<file path="src/rtl/hdmi_pkg.sv">
// Shared HDMI TMDS constants: period encodings, control/guard codes, TERC4 table,
// and the stage-1 payload carried between q_m generation and DC balancing.
package hdmi_pkg;

  localparam int unsigned DATA_W = 8;
  localparam int unsigned QM_W   = 9;
  localparam int unsigned SYM_W  = 10;
  localparam int unsigned BIAS_W = 5;

  typedef enum logic [2:0] {
    MODE_CTRL   = 3'd0,
    MODE_VIDEO  = 3'd1,
    MODE_VGUARD = 3'd2,
    MODE_ISLAND = 3'd3,
    MODE_DGUARD = 3'd4
  } tmds_mode_e;

  // Indexed by {C1,C0}
  localparam logic [SYM_W-1:0] CTRL_CODE [4] = '{
    10'b1101010100, 10'b0010101011, 10'b0101010100, 10'b1010101011
  };

  localparam logic [SYM_W-1:0] VGUARD_CH02 = 10'b1011001100;
  localparam logic [SYM_W-1:0] VGUARD_CH1  = 10'b0100110011;
  localparam logic [SYM_W-1:0] DGUARD_CH12 = 10'b0100110011;

  localparam logic [SYM_W-1:0] TERC4 [16] = '{
    10'b1010011100, 10'b1001100011, 10'b1011100100, 10'b1011100010,
    10'b0101110001, 10'b0100011110, 10'b0110001110, 10'b0100111100,
    10'b1011001100, 10'b0100111001, 10'b0110011100, 10'b1011000110,
    10'b1010001110, 10'b1001110001, 10'b0101100011, 10'b1011000011
  };

  typedef struct packed {
    logic             video;
    logic [QM_W-1:0]  qm;
    logic [SYM_W-1:0] sym;
  } tmds_stage_t;

endpackage

</file>
<file path="src/rtl/tmds_qm_encode.sv">
// Transition-minimising stage: XOR or XNOR chain over the pixel byte, bit 8 flags XOR.
module tmds_qm_encode
  import hdmi_pkg::*;
(
  input  logic [DATA_W-1:0] i_data,
  output logic [QM_W-1:0]   o_q_m_c
);

  logic [3:0] ones;
  logic       use_xnor;
  logic       acc;

  always_comb begin
    ones = '0;
    for (int i = 0; i < int'(DATA_W); i++) ones = ones + 4'(i_data[i]);
    use_xnor = (ones > 4'd4) || ((ones == 4'd4) && !i_data[0]);
    acc = i_data[0];
    o_q_m_c = '0;
    o_q_m_c[0] = acc;
    for (int i = 1; i < int'(DATA_W); i++) begin
      acc = use_xnor ? ~(acc ^ i_data[i]) : (acc ^ i_data[i]);
      o_q_m_c[i] = acc;
    end
    o_q_m_c[QM_W-1] = ~use_xnor;
  end

endmodule

</file>
<file path="src/rtl/tmds_encoder_hdmi.sv">
// HDMI TMDS lane encoder: control, video (DVI DC-balanced), guard bands and TERC4,
// with one or two register stages from input to o_tmds.
module tmds_encoder_hdmi
  import hdmi_pkg::*;
#(
  parameter int unsigned CHANNEL = 0,
  parameter int unsigned PIPE    = 1
) (
  input  logic                     i_clk,
  input  logic                     i_rst,
  input  logic [2:0]               i_mode,
  input  logic [DATA_W-1:0]        i_data,
  input  logic [1:0]               i_ctrl,
  input  logic [3:0]               i_aux,
  output logic [SYM_W-1:0]         o_tmds,
  output logic signed [BIAS_W-1:0] o_bias
);

  localparam tmds_stage_t STAGE_FLUSH = '{video: 1'b0, qm: '0, sym: CTRL_CODE[0]};

  logic [QM_W-1:0] qm_c;
  tmds_stage_t     s1_c;
  tmds_stage_t     s1;

  tmds_qm_encode u_qm (
    .i_data  (i_data),
    .o_q_m_c (qm_c)
  );

  // Stage 1: q_m plus the fixed symbol for every non-video period
  always_comb begin
    s1_c.video = 1'b0;
    s1_c.qm    = qm_c;
    s1_c.sym   = CTRL_CODE[i_ctrl];
    case (i_mode)
      MODE_VIDEO:  s1_c.video = 1'b1;
      MODE_VGUARD: s1_c.sym   = (CHANNEL == 1) ? VGUARD_CH1 : VGUARD_CH02;
      MODE_ISLAND: s1_c.sym   = TERC4[i_aux];
      MODE_DGUARD: s1_c.sym   = (CHANNEL == 0) ? TERC4[i_aux] : DGUARD_CH12;
      default:     ;
    endcase
  end

  if (PIPE == 2) begin : g_pipe2
    always_ff @(posedge i_clk) begin
      if (i_rst) s1 <= STAGE_FLUSH;
      else       s1 <= s1_c;
    end
  end else begin : g_pipe1
    assign s1 = s1_c;
  end

  logic                q8;
  logic [3:0]          ones;
  logic signed [5:0]   balance;
  logic signed [5:0]   bias_ext;
  logic signed [5:0]   bias_nx;
  logic [SYM_W-1:0]    sym_c;

  // Stage 2: DC balancing against the bias left by the previous output symbol
  always_comb begin
    q8 = s1.qm[QM_W-1];
    ones = '0;
    for (int i = 0; i < int'(DATA_W); i++) ones = ones + 4'(s1.qm[i]);
    balance  = $signed({1'b0, ones, 1'b0}) - 6'sd8;
    bias_ext = {o_bias[BIAS_W-1], o_bias};
    sym_c    = s1.sym;
    bias_nx  = '0;
    if (s1.video) begin
      if ((bias_ext == 6'sd0) || (balance == 6'sd0)) begin
        sym_c   = {~q8, q8, q8 ? s1.qm[7:0] : ~s1.qm[7:0]};
        bias_nx = q8 ? (bias_ext + balance) : (bias_ext - balance);
      end else if (bias_ext[5] == balance[5]) begin
        sym_c   = {1'b1, q8, ~s1.qm[7:0]};
        bias_nx = bias_ext + (q8 ? 6'sd2 : 6'sd0) - balance;
      end else begin
        sym_c   = {1'b0, q8, s1.qm[7:0]};
        bias_nx = bias_ext + balance - (q8 ? 6'sd0 : 6'sd2);
      end
    end
  end

  always_ff @(posedge i_clk) begin
    if (i_rst) begin
      o_tmds <= CTRL_CODE[0];
      o_bias <= '0;
    end else begin
      o_tmds <= sym_c;
      o_bias <= $signed(bias_nx[BIAS_W-1:0]);
    end
  end

endmodule
</file>
<file path="config.mk">
export PLATFORM = sky130hd
export DESIGN_NAME = tmds_encoder_hdmi
export DESIGN_NICKNAME = d
export VERILOG_FILES = /design/src/rtl/hdmi_pkg.sv /design/src/rtl/tmds_qm_encode.sv /design/src/rtl/tmds_encoder_hdmi.sv
export SDC_FILE = /design/constraint.sdc
export NUM_CORES = 1
export LEC_CHECK = 0
export ABC_AREA = 1
export ABC_CLOCK_PERIOD_IN_PS = 13150
export CORE_MARGIN = 4
export CORE_UTILIZATION = 55
export CTS_CLUSTER_DIAMETER = 120
export DETAILED_ROUTE_END_ITERATION = 12
export DONT_BUFFER_PORTS = 1
export PLACE_DENSITY = 0.73
export SLEW_MARGIN = 20
export SYNTH_ARGS = -nofsm -noshare
export SYNTH_HDL_FRONTEND = slang
export SYNTH_HIERARCHICAL = 1
export SYNTH_SLANG_ARGS = --single-unit
</file>
<file path="constraint.sdc">
create_clock -name i_clk -period 13.15 [get_ports i_clk]
set_input_delay 3.945 -clock i_clk [delete_from_list [all_inputs] [get_ports i_clk]]
set_output_delay 3.945 -clock i_clk [all_outputs]
set_load 0.01 [all_outputs]
</file>
# Word-level counts from Yosys, hierarchy flattened
# Memory sizes are Yosys's and may differ from the RTL's.
# Index checks and enable logic that the tools add are counted.
totals:
  ff_bits: 15
  latchBits: 0
  mem_bits_rw: 0
  mem_bits_ro: 160
  elab_cells: 82
  memories: 1
mem_list:
  columns: ["name", "words", "width", "rd", "rd_ports_with_merged_regs", "write_ports", "line", "rtl"]
  rows:
  - ["(name not given)", 16, 10, 1, 0, 0, "tmds_encoder_hdmi.sv:39", "MODE_DGUARD: s1_c.sym = (CHANNEL == 0) ? TERC4[i_aux] : DGUARD_CH12;"]
classes:
  add_sub_neg: 20
  mul: 0
  n_div: 0
  n_lt_le_gt_ge: 3
  n_eq_ne: 6
  shifts: 0
  n_mux: 23
  bitwise_logic: 19
  n_reduce_logical: 8
ops:
  columns: ["op", "count"]
  rows:
  - ["10-bit two-way mux", 7]
  - ["4-bit by 1-bit adder with 4-bit output", 10]
  - ["10-bit binary-select mux with 2-bit select", 1]
  - ["10-bit case mux with 2 select lines", 1]
  - ["5-bit two-way mux", 3]
  - ["6-bit zero test", 2]
  - ["5-bit subtractor", 2]
  - ["1-bit inverter", 9]
  - ["1-bit two-way mux", 8]
  - ["8-bit two-way mux", 1]
  - ["8-bit inverter", 1]
  - ["1-bit bitwise XOR", 7]
  - ["3-bit by 2-bit == test with 1-bit output, second input constant", 2]
  - ["5-bit by 4-bit subtractor with 6-bit output, second input constant", 1]
  - ["5-bit by 3-bit adder with 5-bit output", 1]
  - ["5-bit adder", 1]
  - ["5-bit greater-or-equal comparator, second input constant", 1]
  - ["4-bit inverter with 5-bit output", 1]
  - ["5-bit by 3-bit subtractor with 5-bit output", 1]
  - ["1-bit by 1-bit adder with 2-bit output", 2]
  - ["3-bit by 1-bit adder with 4-bit output", 1]
  - ["4-bit by 3-bit == test with 1-bit output, second input constant", 1]
  - ["4-bit by 3-bit > comparator with 1-bit output, second input constant", 1]
  - ["2-bit two-way mux", 2]
  - ["10 further kinds", 12]

# Logic depth before layout (Yosys ltp)
# Gate-level depths: netlist of the first run.
logic_depth:
  depth_word: 35
  mapped_depth: 34
  mapped_depth_nobuf: 33

# By module
# The synthesis of the first run kept the hierarchy.
modules_own_cells:
  columns: ["mod", "instances", "cells_per_inst", "area_each_um2", "seq_area_each_um2"]
  rows:
  - ["tmds_encoder_hdmi", 1, 304, 2045.7, 280.3]
  - ["tmds_qm_encode", 1, 61, 442.9, 0.0]

# Worst setup path before layout of the first run
# OpenSTA, ideal clock, no wires.
synth_path:
  path_kind: "input to register"
  from: "in i_data[0]"
  to: "reg o_bias[4]"
  setup_ps: 116
  arrival_time_ps: 10112
  required_time_ps: 13034
  slack_ps: 2921
  path_stages: 29
  path_buffers: 0
  path_cell_list: "inv_2 -> fa_1 -> fa_1 -> fa_1 -> inv_1 -> ha_1 -> fa_1 -> nor2_1 -> nand2_1 -> a21oi_4 -> xor2_1 -> inv_1 -> fa_1 -> fa_1 -> fa_1 -> inv_1 -> ha_1 -> xnor2_2 -> ha_1 -> inv_1 -> fa_1 -> nand3b_1 -> inv_1 -> nor2_1 -> inv_1 -> nand2_1 -> nand3_1 -> nand3_1 -> a21oi_1"
synth_between:
  elab_chain_cells: 35
  word_cells_on_any_way: 54
  classes_between: "20 x add/sub; 1 x order compare; 2 x eq/ne; 12 x mux; 14 x bitwise; 5 x reduce/logical"
synth_rtl:
  columns: ["element", "line", "rtl"]
  rows:
  - ["start: declaration", "tmds_encoder_hdmi.sv:12", "input logic [DATA_W-1:0] i_data,"]
  - ["parallel branches: the longest is 16 deep, another holds 4-bit by 1-bit adder with 4-bit output", null, null]
  - ["1-bit two-way mux (*)", "tmds_qm_encode.sv:21", "acc = use_xnor ? ~(acc ^ i_data[i]) : (acc ^ i_data[i]);"]
  - ["net qm_c[3]", "tmds_encoder_hdmi.sv:21", "logic [QM_W-1:0] qm_c;"]
  - ["parallel branches: the longest is 12 deep, another holds 3-bit by 1-bit adder with 4-bit output", null, null]
  - ["4-bit by 1-bit adder with 4-bit output (*)", "tmds_encoder_hdmi.sv:64", "for (int i = 0; i < int'(DATA_W); i++) ones = ones + 4'(s1.qm[i]);"]
  - ["5-bit by 4-bit subtractor with 6-bit output (*)", "tmds_encoder_hdmi.sv:65", "balance = $signed({1'b0, ones, 1'b0}) - 6'sd8;"]
  - ["5-bit adder", "tmds_encoder_hdmi.sv:72, tmds_encoder_hdmi.sv:78", null]
  - ["5-bit by 3-bit subtractor with 5-bit output", "tmds_encoder_hdmi.sv:78", "bias_nx = bias_ext + balance - (q8 ? 6'sd0 : 6'sd2);"]
  - ["5-bit two-way mux", "tmds_encoder_hdmi.sv:73", "end else if (bias_ext[5] == balance[5]) begin"]
  - ["5-bit two-way mux (*)", "tmds_encoder_hdmi.sv:70", "if ((bias_ext == 6'sd0) || (balance == 6'sd0)) begin"]
  - ["end signal: assignment", "tmds_encoder_hdmi.sv:89", "o_bias <= $signed(bias_nx[BIAS_W-1:0]);"]
  - ["end: declaration", "tmds_encoder_hdmi.sv:16", "output logic signed [BIAS_W-1:0] o_bias"]
# Mark *: on every way through the listed nets, which the timed path passes.
# A chain may end at the register's enable or synchronous reset.

# Worst setup path in the final report of the first run
# Ends and elaborated chain as after synthesis.

==> results by group, run 1 <==
Synthesis
  • Flops & latches, synth: 14
  • Syn. warnings: 6
  • Post-Syn Area: approximately 0.0025 mm²
  • Post-synthesis compound-gate area fraction: between 10% and 20%
  • Main combinational cell family by area after synthesis: simple AND/OR/NAND/NOR gates
  • Mapped Cells: ~370
  • Post-synthesis mux area share: 0%
  • Biggest area consumer among synthesized cells: nand2_1
  • Mapped Avg Cell Area: just under 7 µm²
  • Synthesized Nets: 422
  • Netlist cell types: 38
  • Synth area leaders: nand2_1, ha_1, dfxtp_1
  • Simple-gate share of the synthesized area: 30.82%
  • Post-Synth Adder-Cell Area: a little under a quarter
  • Synth top area share: 14.93%
  • XOR/XNOR Fraction of Synth Area: between 10% and 20%
  • Seq/Total Area, Yosys: ~11%

Routing
  • Final ANT Viol Nets: 0
  • Via Count: 2,086
  • DRT Pass-1 Iters: 4
  • Initial DRC Count: 130
  • Vias per cell: a little over 5
  • Drt drc: 0
  • Final WL: slightly above 5 mm
  • Post-DR wirelength/cell: between 10 and 15 µm

Timing
  • RSZ-0062 raised after global routing: no
  • Slew @ Worst Pin: 780.6 ps
  • Skew final: just under 0.9 ps
  • Setup-failing EPs final: 0
  • Final period util: between 80% and 90%
  • TNS Setup: 0 ps
  • Max-slew headroom: between 40 and 50%
  • Final hold violation count: 0
  • Tmin final: about 11,000 ps
  • Fmax: between 90 and 100 MHz
  • Slew Limit Fails: 0

Die
  • Cell Rows: 24
  • Core area: 0.004354 mm²
  • Starting Density: between 50% and 60%
  • IO Count: 34
  • Die Wd: 75.27 µm
  • Die Y: ~75 µm
  • DIE AREA: between 0.005 and 0.006 mm²

Global routing
  • Initial antenna violation count: 0
  • Vias in the first global route: 2,021
  • GRT Total Usage: about 19%
  • Largest net degree at the start of global routing: 17
  • First-pass GRT wire length: about 8.6 mm
  • Remaining Overflow, GRT: 0

Clock tree
  • CTS resizes: 0
  • Post-CTS Setup Bufs: 0
  • CTS sink cnt: 14
  • Clk_lat worst skew: between 200 and 250 ps
  • H-Tree Depth: 1
  • Root buf cell: clkbuf_8
  • Worst-path clk slew: 50 ps
  • TritonCTS Buffers: 3
  • Clock tree buffer depth: 2
  • Hold_buf cts: 0
  • CTS tree: yes

Setup path
  • Top fanout value on the critical path: 16
  • Crit-path max cell delay: about 580 ps
  • Worst path slowest cell: fa_1
  • Cell mode on critical path: fa_1
  • Arr. time, crit path: roughly 11,000 ps
  • CP Capture Type: flip-flop
  • Crit Path Category: in -> reg
  • Worst path top cell family by delay: adder cells
  • Crit start category: primary input
  • CP bufs+invs: 6
  • WP data required: around 13,000 ps

Hold path
  • Worst min path class: reg -> reg

Placement
  • Routability cong.: approximately 0.91
  • Buffers on Ports: 0
  • Hpwl dp: roughly 4.4 mm

Finish
  • # nets final: roughly 420
  • Share of layout cells above drive strength 1: around 11%
  • ANT cells: 0
  • Area grow syn2layout: 0.7037%

Outcome
  • Status: finished, final reports clean

Run
  • Max-Cap Viols: 0
final timing paths:
| check | cells after the start | endpoint | from | slack (ps) |
|---|---|---|---|---|
| max | 28 | o_bias[4]$_SDFF_PP0_ | i_data[0] | 2530 |
| min | 3 | o_bias[1]$_SDFF_PP0_ | o_bias[1]$_SDFF_PP0_ | 830 |
| max reg2reg | 8 | o_bias[2]$_SDFF_PP0_ | o_bias[1]$_SDFF_PP0_ | 10980 |
| min reg2reg | 3 | o_bias[1]$_SDFF_PP0_ | o_bias[1]$_SDFF_PP0_ | 830 |
cell families after synthesis:
family                   Yosys count
adder cells (fa/ha/maj)           38
flip-flops                        14
AO/OA/AOI/OAI                     47
other                              1
XOR/XNOR                          25
AND/OR/NAND/NOR                  165
buffers and inverters             75
worst register-to-register path, cell delays in order (launching register included):
cell,delay (ps)
dfxtp_1,430
inv_1,130
fa_1,560
inv_1,70
fa_1,450
nand2_1,80
o21ai_0,90
o21ai_0,170
nor2_1,70
per-stage QoR:
| stage | setup slack (ps) | hold WS [ps] | instance area, µm² | utilization, % | std cells |
|---|---|---|---|---|---|
| 3_5_place_dp | 2286 | 837.0 | 2465 | 56.61 | 406 |
| 3_3_place_gp | 2377 | 833.4 | 2465 | 56.61 | 406 |
| 5_1_grt | 2050 | 872.8 | 2506 | 57.56 | 409 |
| 6_report | 2530 | 828.5 | 2506 | 57.56 | 409 |
| 4_1_cts | 2513 | 836.3 | 2506 | 57.56 | 409 |
| 2_1_floorplan | 2921 | 730.0 | 2489 | - | 365 |
layer usage:
metal	global-route usage [%]	routed length, µm	vias up
met5	0	0	-
met4	4.272	110	0
met3	3.471	235	11
met2	36.75	2649	40
met1	22.24	2155	923
li1	-	-	1112
cells in the mapped netlist (all sizes together):
cell,number
fa,12
a21o,1
buf,11
a211oi,2
nor2,20
or2,2
ha,26
xnor2,7
a21oi,16
xor2,18
o21ai,20
a22oi,1
inv,63
conb,1
nor3,2
o211ai,7
nand3b,1
nand3,31
nand4,1
dfxtp,14
nand2,108
clkinv,1
placed cells by master (no fill, tap or decap), drive strengths merged, types with 2 or more instances in the layout:
cell	count
a211oi	2
a21oi	16
clkbuf	3
dfxtp	14
fa	12
ha	26
inv	63
nand2	108
nand3	31
nor2	20
nor3	2
o211ai	7
o21ai	20
or2	2
xnor2	7
xor2	18
final cells by class:
class                      count  area, µm²
multi-input combinational    276       1879
fill                         440       1848
sequential                    14      280.3
inverter                      64      240.2
tap                           52      65.06
clock buffer                   3      41.29
sequential cells by signal, indices dropped and copies added (netlist names):
name,cells
o_bias,4
o_tmds,10
Power of run 1 is not shown: default switching activity piles up to over one toggle a cycle in this logic, so the estimate is an artifact.
==> inputs of run 2 (changes only) <==
Settings changed: ABC_CLOCK_PERIOD_IN_PS 13150 to 10700.
Clock period 13.15 ns to 10.7 ns, I/O delays scaled along.
==> run 2 against run 1 <==
Register-to-register slack worse by 2400 ps; design area up 0.85%; routed wire length down 0.47%; worst hold slack better by 36 ps; count of clock-buffer cells in the layout up 1; global-route usage down 0.072 points; first-iteration DRC count down 41%; setup slack worse by 1500 ps; clock skew about the same; cell count up 0.49%; highest routed layer unchanged.
==> results by group, run 2 (synthesized netlist as in run 1, its figures left out) <==
Die
  • Die Y: 75.27 µm (unchanged)
  • Starting Density: 57.16% (unchanged)
  • Core area: 0.004354 mm² (unchanged)
  • DIE AREA: 0.005665 mm² (unchanged)
  • Die Wd: 75.27 µm (unchanged)
  • IO Count: 34 (unchanged)
  • Cell Rows: 24 (unchanged)

Finish
  • Share of layout cells above drive strength 1: 11.70% (was 11.20%)
  • Largest register FFs: 10 (unchanged)
  • Fin util: 58.05% (was 57.56%)
  • Area grow syn2layout: 1.558% (was 0.7037%)
  • Biggest register: o_tmds (unchanged)
  • Most frequent cells in the layout: nand2_1, inv_1, nand3_1 (unchanged)
  • Regs by FF count: o_tmds (10), o_bias (4) (unchanged)
  • ANT cells: 0 (unchanged)
  • Finished Layout Cells: 411 (was 409)
  • Commonest non-fill, non-tap cell in the layout: nand2_1 (unchanged)
  • # nets final: 417 (was 416)

Global routing
  • Largest net degree at the start of global routing: 16 (was 17)
  • GRT Total Usage: 19.22% (was 19.30%)
  • GR Util met2: 35.69% (was 36.75%)
  • Most used routing layer in global routing: met2 (unchanged)
  • GR Layer Usage met3: 3.471% (unchanged)
  • First-pass GRT wire length: 8.631 mm (was 8.576 mm)
  • Met1 GRT Util: 23.66% (was 22.24%)
  • Initial antenna violation count: 0 (unchanged)
  • Vias in the first global route: 2,031 (was 2,021)
  • Remaining Overflow, GRT: 0 (unchanged)

Clock tree
  • Worst-path clk slew: 60 ps (was 50 ps)
  • CTS sink cnt: 14 (unchanged)
  • H-Tree Depth: 1 (unchanged)
  • Hold_buf cts: 0 (unchanged)
  • CTS tree: yes (unchanged)
  • Post-CTS Setup Bufs: 0 (unchanged)
  • Clk_lat worst skew: 240 ps (about the same)
  • CTS resizes: 0 (unchanged)
  • Clock tree buffer depth: 2 (unchanged)
  • TritonCTS Buffers: 3 (unchanged)
  • Root buf cell: clkbuf_8 (unchanged)

Timing
  • TNS Setup: 0 ps (unchanged)
  • Slew @ Worst Pin: 798.4 ps (was 780.6 ps)
  • Skew final: 0.5245 ps (was 0.8702 ps)
  • Slew Limit Fails: 0 (unchanged)
  • WHS: 864.9 ps (was 828.5 ps)
  • Tmin final: a little under 10,000 ps
  • Max-slew headroom: 46.42% (was 47.61%)
  • Final period util: about nine tenths
  • Setup-failing EPs final: 0 (unchanged)
  • Final hold violation count: 0 (unchanged)
  • Fmax: slightly above 100 MHz
  • RSZ-0062 raised after global routing: no (unchanged)

Placement
  • Dpl cells: 407 (was 406)
  • Hpwl dp: 4.421 mm (was 4.356 mm)
  • Routability cong.: 0.9038 (was 0.9063)
  • Buffers on Ports: 0 (unchanged)

Routing
  • Final WL: 5.125 mm (was 5.149 mm)
  • Post-DR wirelength/cell: 12.47 µm (was 12.59 µm)
  • Drt drc: 0 (unchanged)
  • Initial DRC Count: 77 (was 130)
  • Vias per cell: 5.073 (was 5.100)
  • DRT Pass-1 Iters: 4 (unchanged)
  • Via Count: 2,085 (was 2,086)
  • Final ANT Viol Nets: 0 (unchanged)

Setup path
  • Arr. time, crit path: 9770 ps (was 10,790 ps)
  • Crit-path max cell delay: 570 ps (was 580 ps)
  • Cell mode on critical path: fa_1 (unchanged)
  • WP data required: 10,830 ps (was 13,320 ps)
  • CP Capture Type: flip-flop (unchanged)
  • FF-to-FF setup slack: 8540 ps (was 10,980 ps)
  • Crit start category: primary input (unchanged)
  • Worst path slowest cell: fa_1 (unchanged)
  • Top fanout value on the critical path: 5 (was 16)
  • Crit Path Category: in -> reg (unchanged)

Outcome
  • Status: finished, final reports clean (unchanged)

Run
  • Max-Cap Viols: 0 (unchanged)

Hold path
  • Worst min path class: reg -> reg (unchanged)
## run 2: metrics by stage
stage | area, µm² | worst slack (ps)
after detailed placement | 2472 | 744.3
after CTS | 2527 | 995.9
final | 2527 | 1059
after global routing | 2527 | 668.6
after global placement | 2472 | 904.3
after floorplan | 2489 | 1206
## run 2: critical path, delay by kind of cell
| family | cells | cell delay (ps) |
|---|---|---|
| adders and majority gates | 11 | 4590 |
| and+or+nand+nor | 7 | 670 |
| AOI/OAI and AO/OA | 2 | 280 |
| xor gates and xnor gates | 2 | 650 |
| buffers and inverters | 7 | 390 |
## run 2: worst paths after layout
path | from | to | depth (start not counted)
worst max-delay path | i_data[0] | o_bias[4]$_SDFF_PP0_ | 29
worst min-delay path | o_bias[1]$_SDFF_PP0_ | o_bias[1]$_SDFF_PP0_ | 3
worst max register to register | o_bias[1]$_SDFF_PP0_ | o_bias[2]$_SDFF_PP0_ | 8
worst min register to register | o_bias[1]$_SDFF_PP0_ | o_bias[1]$_SDFF_PP0_ | 3
## run 2: final cells by class
class	count	area [µm²]
flip-flops and latches	14	280.3
inverters	64	240.2
multi-input cells	276	1879
well taps	52	65.06
clock buffers	4	55.05
fillers	434	1827
repair buffers	1	7.507
## run 2: metal layers
metal,routed length [µm],vias to the layer above
li1,-,1117
met1,2199,933
met2,2720,31
met3,171,4
met4,34,0
met5,0,-
Power of run 2 is left out for the same reason.
